--- config.mk ---
export PLATFORM = sky130hd
export DESIGN_NAME = regfile_wb_arbiter
export DESIGN_NICKNAME = d
export VERILOG_FILES = /design/src/rtl/regfile_wb_arbiter.sv
export SDC_FILE = /design/constraint.sdc
export NUM_CORES = 1
export LEC_CHECK = 0
export ABC_CLOCK_PERIOD_IN_PS = 1840
export BUFFER_PORTS_ARGS = -buffer_cell sky130_fd_sc_hd__buf_2
export CORE_MARGIN = 2
export CORE_UTILIZATION = 28
export DETAILED_ROUTE_END_ITERATION = 16
export HOLD_SLACK_MARGIN = 0.05
export PLACE_DENSITY = 0.53
export SYNTH_ARGS = -nofsm -noshare
export SYNTH_HDL_FRONTEND = slang
export SYNTH_SLANG_ARGS = --single-unit
--- constraint.sdc ---
create_clock -name clk -period 1.84 [get_ports clk]
set_input_delay 0.276 -clock clk [delete_from_list [all_inputs] [get_ports clk]]
set_output_delay 0.276 -clock clk [all_outputs]
set_load 0.02 [all_outputs]
--- src/rtl/regfile_wb_arbiter.sv ---
// Round-robin write-back arbiter (ALU vs LSU) onto the register file write port,
// with a per-register busy scoreboard; optional counters via REGFILE_WB_PERF_EN.
module regfile_wb_arbiter #(
    parameter int ADDR_WIDTH = 5,
    parameter int DATA_WIDTH = 64
) (
    input  logic                  clk,
    input  logic                  rst,
    input  logic                  issue_valid,
    input  logic [ADDR_WIDTH-1:0] issue_rd,
    output logic                  issue_ready,
    input  logic [ADDR_WIDTH-1:0] rs1,
    input  logic [ADDR_WIDTH-1:0] rs2,
    output logic                  rs1_busy,
    output logic                  rs2_busy,
    input  logic                  alu_valid,
    output logic                  alu_ready,
    input  logic [ADDR_WIDTH-1:0] alu_rd,
    input  logic [DATA_WIDTH-1:0] alu_data,
    input  logic                  lsu_valid,
    output logic                  lsu_ready,
    input  logic [ADDR_WIDTH-1:0] lsu_rd,
    input  logic [DATA_WIDTH-1:0] lsu_data,
    output logic                  rf_wen,
    output logic [ADDR_WIDTH-1:0] rf_rd,
    output logic [DATA_WIDTH-1:0] rf_dataD
`ifdef REGFILE_WB_PERF_EN
    ,
    output logic [31:0]           perf_conflict_cnt,
    output logic [31:0]           perf_write_cnt
`endif
);

    localparam int NREG = 1 << ADDR_WIDTH;

    logic [NREG-1:0]       r_busy;
    logic                  r_pref_lsu;
    logic                  r_wen;
    logic [ADDR_WIDTH-1:0] r_rd;
    logic [DATA_WIDTH-1:0] r_data;

    logic                  w_grant_alu;
    logic                  w_grant_lsu;
    logic                  w_grant;
    logic [ADDR_WIDTH-1:0] w_grant_rd;
    logic [DATA_WIDTH-1:0] w_grant_data;
    logic                  w_issue_fire;
    logic [NREG-1:0]       w_busy_nxt;

    always_comb begin
        w_grant_alu = 1'b0;
        w_grant_lsu = 1'b0;
        if (!rst) begin
            if (alu_valid && lsu_valid) begin
                w_grant_alu = !r_pref_lsu;
                w_grant_lsu = r_pref_lsu;
            end else begin
                w_grant_alu = alu_valid;
                w_grant_lsu = lsu_valid;
            end
        end
    end

    assign w_grant      = w_grant_alu | w_grant_lsu;
    assign w_grant_rd   = w_grant_lsu ? lsu_rd : alu_rd;
    assign w_grant_data = w_grant_lsu ? lsu_data : alu_data;

    assign alu_ready    = w_grant_alu;
    assign lsu_ready    = w_grant_lsu;
    assign rs1_busy     = r_busy[rs1];
    assign rs2_busy     = r_busy[rs2];
    assign issue_ready  = !r_busy[issue_rd] || (issue_rd == '0);
    assign w_issue_fire = issue_valid && issue_ready && (issue_rd != '0);

    // Set is applied after clear so a same-edge issue wins over retirement
    always_comb begin
        w_busy_nxt = r_busy;
        if (w_grant) begin
            w_busy_nxt[w_grant_rd] = 1'b0;
        end
        if (w_issue_fire) begin
            w_busy_nxt[issue_rd] = 1'b1;
        end
        w_busy_nxt[0] = 1'b0;
    end

    always_ff @(posedge clk) begin
        if (rst) begin
            r_busy     <= '0;
            r_pref_lsu <= 1'b0;
            r_wen      <= 1'b0;
            r_rd       <= '0;
            r_data     <= '0;
        end else begin
            r_busy <= w_busy_nxt;
            r_wen  <= w_grant && (w_grant_rd != '0);
            if (w_grant) begin
                r_pref_lsu <= w_grant_alu;
                r_rd       <= w_grant_rd;
                r_data     <= w_grant_data;
            end
        end
    end

    assign rf_wen   = r_wen;
    assign rf_rd    = r_rd;
    assign rf_dataD = r_data;

`ifdef REGFILE_WB_PERF_EN
    logic [31:0] r_conflict_cnt;
    logic [31:0] r_write_cnt;

    always_ff @(posedge clk) begin
        if (rst) begin
            r_conflict_cnt <= '0;
            r_write_cnt    <= '0;
        end else begin
            if (alu_valid && lsu_valid) begin
                r_conflict_cnt <= r_conflict_cnt + 32'd1;
            end
            if (w_grant && (w_grant_rd != '0)) begin
                r_write_cnt <= r_write_cnt + 32'd1;
            end
        end
    end

    assign perf_conflict_cnt = r_conflict_cnt;
    assign perf_write_cnt    = r_write_cnt;
`endif

endmodule

# ---- Word level (Yosys, flattened, before mapping)
# Index checks and enable logic that the tools add are counted.
dict set report classes {
  n_reduce_logical 12
  n_lt_le_gt_ge 6
  n_bitwise 4
  muxes 18
}
# op count
set ops {}
lappend ops {{32-bit two-way mux} 2}
lappend ops {{64-bit two-way mux} 1}
lappend ops {{32-bit AND} 1}
lappend ops {{32-bit inverter} 1}
lappend ops {{32-bit bitwise OR} 1}
lappend ops {{5-bit by 6-bit less-than comparator with 1-bit output (second input constant)} 4}
lappend ops {{1-bit binary-select mux with 5-bit select} 3}
lappend ops {{1-bit demux with 5-bit select} 2}
lappend ops {{5-bit by 1-bit greater-or-equal comparator with 1-bit output (second input constant)} 2}
lappend ops {{5-bit nonzero test} 2}
lappend ops {{1-bit two-way mux} 9}
lappend ops {{1-bit logical AND} 6}
lappend ops {{5-bit logical NOT} 1}
lappend ops {{5-bit two-way mux} 1}
lappend ops {{1-bit logical NOT} 2}
lappend ops {{1-bit logical OR} 1}
lappend ops {{1-bit bitwise OR} 1}
dict set report word_totals {
  out_inout_bits 75
  elab_cells 46
  regBits 103
  input_bits 158
}

# ---- Longest topological paths before layout
# Gate-level depths: netlist of the first run.
dict set report logic_depth {
  depth_word 13
  ltp_mapped 7
}

# ---- Worst setup path before layout of the first run
# No wires, ideal clock.
dict set report synth_timing {
  path_type {input to output}
  start {in issue_rd[1]}
  end {out issue_ready}
  arrival_time_ps 1884
  setup_slack_ps -320
  required_ps 1564
  path_buffers 2
  cell_stages 6
  path_cell_list {clkbuf_1 -> clkbuf_1 -> mux4_2 -> mux2i_1 -> o21ai_0 -> a211oi_1}
}
dict set report synth_via {
  elab_chain_len 4
  elab_cells_between_ends 5
}
# element line_no
set synth_rtl {}
lappend synth_rtl {{start: declaration} 10} ;# input logic [ADDR_WIDTH-1:0] issue_rd,
lappend synth_rtl {{1-bit binary-select mux with 5-bit select} 72} ;# assign issue_ready = !r_busy[issue_rd] || (issue_rd == '0);
lappend synth_rtl {{1-bit two-way mux (implied by the code)} 72}
lappend synth_rtl {{1-bit logical NOT} 72}
lappend synth_rtl {{1-bit logical OR *} 72}
lappend synth_rtl {{end: declaration} 11} ;# output logic issue_ready,
# Mark *: on every way between the ends. The rest lies on a longest branch, timed or not. The select of a mux whose other input is x is not followed.

# ---- Worst setup path after layout of the first run
dict set report layout_timing {
  start {reg r_busy[3]}
  end {out issue_ready}
}
dict set report layout_via {
  elab_chain_len 4
}
# element line_no
set layout_rtl {}
lappend layout_rtl {{start: declaration} 36} ;# logic [NREG-1:0] r_busy;
lappend layout_rtl {{start signal: assignment} 95} ;# r_busy <= w_busy_nxt;
lappend layout_rtl {{1-bit binary-select mux with 5-bit select} 72}
lappend layout_rtl {{1-bit two-way mux (implied by the code)} 72}
lappend layout_rtl {{1-bit logical NOT} 72}
lappend layout_rtl {{1-bit logical OR} 72}
# Every way passes these cells. The select of a mux whose other input is x is not followed.

==> results.toml, run 1 <==
[status]
status = "finished, violations left"
violations = "setup timing"

[global_routing]
top_usage_layer = "met2"
antenna_found_initial = 0
grt.met3_usage_pct = 4.12
track_usage_pct = 17.1
use_met2_pct = 29.5
grt_pass1_wl_um = 27300
met1_usage_pct = 21.3
grt-ovfl-total = 0
grt_start_max_net_pins = 55
grt_pass1_vias = 5012

[floorplan]
core_um2 = 18800
io_pins = 233
initial_core_util_pct = 28.8
rows = 50
chipHeight_um = 143
dieWidth_um = 143
fp.dieArea_um2 = 20500

[synthesis]
seq_area_frac_synth_pct = 37.7
yosys_warnings = 0
async_reset_ff_share_pct = 0
yosysTopAreaCell = "dfxtp_1"
postSynthCellCount = 588
yosys.area.top_type_share_pct = 37.7
synth_edf_count = 0
syn-cell-area_um2 = 5420
synth_nets = 746
synthFlopType = "dfxtp_1"
synth_cell_types = 52
synthTopCellsByArea = "dfxtp_1 38%, mux2i_1 10%, mux4_2 8.3%, nand3_1 7.6%, o21ai_0 6.3%"
avgSynthCellArea_um2 = 9.21
synth-seq-cells = 102

[route]
first_iter_violations = 324
wl_per_cell_um = 16.2
vias = 5373
drt-total-wl_um = 17700
drc = 0
firstDrtPassIters = 4
antenna_left = 0
via_per_inst = 4.91

[run]
maxCapViolations = 0

[placed_design]
place.gp.congestion = 0.835
dp_hpwl_um = 13500
placed_area_um2 = 7170
portBuffers = 232

[cells_and_area]
drive_above_1_share_pct = 44.4
design_area_um2 = 7580
syn_to_final_growth_pct = 40.1
utilization_pct = 40.3
final_nets = 987
diodes = 0

[timing]
fin_ws_ps = -351
setup_viol = 3
hold_violations = 0
drv_slew = 0
fin_hold_ws_ps = 184
tns_ps = -845
max_freq_ghz = 0.456
clock-skew-final_ps = 8.39
relSlewSlack_pct = 68.1
rsz0062_at_grt = "yes"
fin_crit_ps = 2190
tightest_slew_ps = 473
fin_crit_sh_pct = 119

[clock_network]
clkSlewWorstSetupHoldPaths_ps = 70
clk_latency_ps = 350
cts_max_level = 3
cts_tree = "yes"
cts_buffers = 9
clock-sinks = 102
cts_root_buffer = "clkbuf_16"
cts.path.max_buffers = 2
cts_hold_buf = 0

[power]
leakagePower_nw = 3.48
ir_worst_vdd_v = 0.000413
power.density_nw_per_um2 = 746

[worst_hold_path]
min_path_type = "in -> reg"

[worst_setup_path]
r2r_slack_ps = 90
crit_type = "reg -> out"
worstPathRequired_ps = 1560
crit_fanout = 2
worstPathArrival_ps = 1910
startpoint_type = "register"
critPathCaptureType = "output pin"
sequential cells by signal (all words and copies together), names as in the netlist:
signal      count
rf_dataD       64
r_busy         31
rf_rd           5
r_pref_lsu      1
rf_wen          1
synthesized netlist by cell type, types with 2 or more instances:
library cell	number
inv_1	7
dfxtp_1	102
buf_2	15
o311ai_0	2
mux4_2	20
a31o_1	3
mux2i_1	56
nand2_1	42
nand2b_1	8
a211oi_1	2
buf_4	4
clkbuf_1	30
a311o_1	4
nand3_1	82
a21oi_1	5
mux2_2	3
nand4_1	2
nor3_1	8
nor2_1	34
or3_1	6
nor3b_1	5
nand4b_1	4
nor2b_1	4
nor4b_1	2
o21ai_2	3
and3b_1	2
a32o_1	16
a21oi_2	3
a311oi_1	15
a31o_2	8
o21ai_0	68
and3_1	2
o211ai_1	2
worst paths after layout:
| path | cells after the start | start | to |
|---|---|---|---|
| worst max-delay path | 6 | r_busy[3] | issue_ready |
| worst min-delay path | 3 | lsu_data[6] | rf_dataD[6] |
| worst max register to register | 5 | r_pref_lsu | r_busy[4] |
| worst min register to register | 2 | rf_dataD[20] | rf_dataD[20] |
worst max-delay path, cell delays in order (launching register included):
cell and delay (ps):
dfxtp_2 340, mux2_2 270, a221oi_2 340, a311oi_2 80, nor3b_1 160, a211oi_2 200, buf_4 190
per-stage QoR:
| stage | cells | total power (W) | setup WS (ps) |
|---|---|---|---|
| after floorplan | 588 | 0.00307 | 12.9 |
| after global placement | 1078 | 0.00360 | -288 |
| after detailed placement | 1078 | 0.00360 | -301 |
| after CTS | 1094 | 0.00572 | -330 |
| after global routing | 1094 | 0.00592 | -415 |
| final | 1094 | 0.00566 | -351 |
cells in the final DEF, fill, tap and decap left out, drive strengths merged, types with 9 or more instances in the layout:
master  instances
a21oi           9
clkbuf         10
nor2           34
nand2          43
o21ai          72
inv            11
a32o           16
mux2i          57
buf           279
mux4           20
dfxtp         102
a311oi         15
a31o           11
nand3          82
area by class of cell:
| class | instances | area [um^2] |
|---|---|---|
| clock buffers | 9 | 225 |
| repair buffers | 280 | 1650 |
| clock inverters | 7 | 103 |
| flip-flops and latches | 102 | 2060 |
| inverters | 8 | 32.5 |
| multi-input cells | 428 | 3180 |
| fillers | 1926 | 11200 |
| well taps | 260 | 325 |
cell families (layout without fill, tap and decap cells):
logic type	Yosys count	in the layout	synth area share, %
DFF	102	102	37.7
muxes	81	81	20.0
buffers and inverters	58	304	4.78
and+or+nand+nor	208	208	19.4
AOI/OAI and AO/OA	139	139	18.2
per-layer routing:
layer	part of all wire, %	wire length [um]	up-vias
li1	-	-	2696
met4	1.5	262	0
met3	5.9	1040	18
met2	50	8780	181
met5	0	0	-
met1	43	7630	2478
power breakdown:
part           switching [W]  internal (W)  total, W  leakage (nW)
combinational       0.000662      0.000494   0.00116          2.47
clock               0.000895       0.00121   0.00211         0.162
sequential         0.0000653       0.00233   0.00240         0.847
total                0.00162       0.00404   0.00566          3.48
repair_timing:
action	4_1_cts	5_1_grt
resized for setup	18	18
pin swaps	1	5
setup endpoints to repair	4	4
hold endpoints to repair	0	0
setup buffers	0	0
Note: power is estimated with default switching activity, not from simulation.
==> run 2: changes to the inputs <==
--- a/config.mk
+++ b/config.mk
@@ -8,10 +8,10 @@
 export ABC_CLOCK_PERIOD_IN_PS = 1840
 export BUFFER_PORTS_ARGS = -buffer_cell sky130_fd_sc_hd__buf_2
 export CORE_MARGIN = 2
-export CORE_UTILIZATION = 28
+export CORE_UTILIZATION = 48
 export DETAILED_ROUTE_END_ITERATION = 16
 export HOLD_SLACK_MARGIN = 0.05
-export PLACE_DENSITY = 0.53
+export PLACE_DENSITY = 0.82
 export SYNTH_ARGS = -nofsm -noshare
 export SYNTH_HDL_FRONTEND = slang
 export SYNTH_SLANG_ARGS = --single-unit
==> results.toml, run 2 (synthesized netlist as in run 1, its figures left out) <==
[worst_setup_path]
worstPathRequired_ps = 1560
crit_fanout = 2
worstPathArrival_ps = 1870
startpoint_type = "register"
max_stage_delay_ps = 330
crit_type = "reg -> out"
slowest_stage = "dfxtp_2"
critPathCaptureType = "output pin"
crit_chain = "mux2_2, a221oi_2, a311oi_1, nor3b_1, a211oi_2, buf_4"

[global_routing]
track_usage_pct = 28.5
antenna_found_initial = 0
grt_pass1_vias = 5446
grt-ovfl-total = 0
grt_pass1_wl_um = 26600
grt_start_max_net_pins = 55

[timing]
fin_ws_ps = -302
setup_viol = 3
fin_hold_ws_ps = 197
relSlewSlack_pct = 63.6
tns_ps = -762
max_freq_ghz = 0.467
drv_slew = 0
rsz0062_at_grt = "yes"
fin_crit_ps = 2140
hold_violations = 0
tightest_slew_ps = 535
clock-skew-final_ps = 7.14
fin_crit_sh_pct = 116

[floorplan]
fp.dieArea_um2 = 12100
chipHeight_um = 110
initial_core_util_pct = 49.5
io_pins = 233
rows = 38
dieWidth_um = 110
core_um2 = 10900

[cells_and_area]
largest_reg_flops = 64
layout_common_cells = "230 x buf_2, 89 x dfxtp_1, 82 x nand3_1, 64 x o21ai_0, 56 x mux2i_1"
final_nets = 978
syn_to_final_growth_pct = 33.7
final_common_cell = "buf_2"
drive_above_1_share_pct = 43.4
diodes = 0
utilization_pct = 66.2

[power]
power_frac_seq_pct = 44.6
power.density_nw_per_um2 = 745
intPower_w = 0.00385
pwr-share-clk_pct = 34.7
switching_share_pct = 28.7
combPwrFrac_pct = 20.8
p_switching_w = 0.00155
ir_worst_vdd_v = 0.000454
power_w = 0.00540
leakagePower_nw = 3.38

[placed_design]
portBuffers = 232
dp_hpwl_um = 13400
place.gp.congestion = 0.890
place_ws_ps = -264

[route]
vias = 5660
via_per_inst = 5.87
antenna_left = 0
first_iter_violations = 395
drt-total-wl_um = 17500
firstDrtPassIters = 5
wl_per_cell_um = 18.2
drc = 0

[clock_network]
cts_setup_buffers = 0
cts_hold_buf = 0
clock-sinks = 102
cts.path.max_buffers = 2
cts_tree = "yes"
clkSlewWorstSetupHoldPaths_ps = 70
cts_max_level = 3
cts_root_buffer = "clkbuf_16"
cts_buffers = 9
clk_latency_ps = 340

[status]
violations = "setup timing"
status = "finished, violations left"

[worst_hold_path]
min_path_type = "in -> reg"

[run]
maxCapViolations = 0
-- run 2: worst paths after layout --
path	from	endpoint	slack, ps	cells past startpoint
hold / removal	alu_data[10]	rf_dataD[10]	200	3
setup / recovery	r_busy[2]	issue_ready	-300	6
hold reg to reg	rf_dataD[57]	rf_dataD[57]	470	2
setup reg to reg	r_pref_lsu	r_busy[20]	80	5
-- run 2: timing repair --
| action | in CTS | in global routing |
|---|---|---|
| endpoints found under the setup margin | 4 | 10 |
| gates resized for setup | 10 | 21 |
| pin swaps | 2 | 4 |
-- run 2: critical path, delay by kind of cell (launching register included) --
kind            cells  cell delay [ps]
compound gates      3              590
flops               1              330
mux                 1              260
buf+inv             1              180
simple gates        1              160
-- run 2: through the flow --
stage,cells,instance area (um^2)
floorplan,588,5440
global placement,949,6880
detailed placement,949,6880
CTS,964,7190
global route,964,7240
finish,964,7240
-- run 2: cell type report --
| type | count | area [um^2] |
|---|---|---|
| Clock inverter | 5 | 60.1 |
| Multi-Input combinational cell | 428 | 3180 |
| Tap cell | 140 | 175 |
| Clock buffer | 10 | 229 |
| Timing Repair Buffer | 271 | 1500 |
| Sequential cell | 102 | 2060 |
| Fill cell | 890 | 3690 |
| Inverter | 8 | 32.5 |
-- run 2: per-layer routing --
metal | vias to the layer above | global-route usage (%) | wire length, um
met5 | - | 0 | 0
met4 | 0 | 13.5 | 777
met3 | 56 | 5.00 | 1060
met2 | 255 | 51.3 | 9180
met1 | 2679 | 32.6 | 6490
li1 | 2670 | - | -
-- run 2: power by group through the flow --
stage	Combinational, W	Clock [W]	Sequential, W
2_1_floorplan	0.000484	0	0.00259
5_1_grt	0.00121	0.00198	0.00242
3_3_place_gp	0.00106	0	0.00244
4_1_cts	0.00111	0.00190	0.00240
6_report	0.00112	0.00187	0.00240
3_5_place_dp	0.00110	0	0.00245
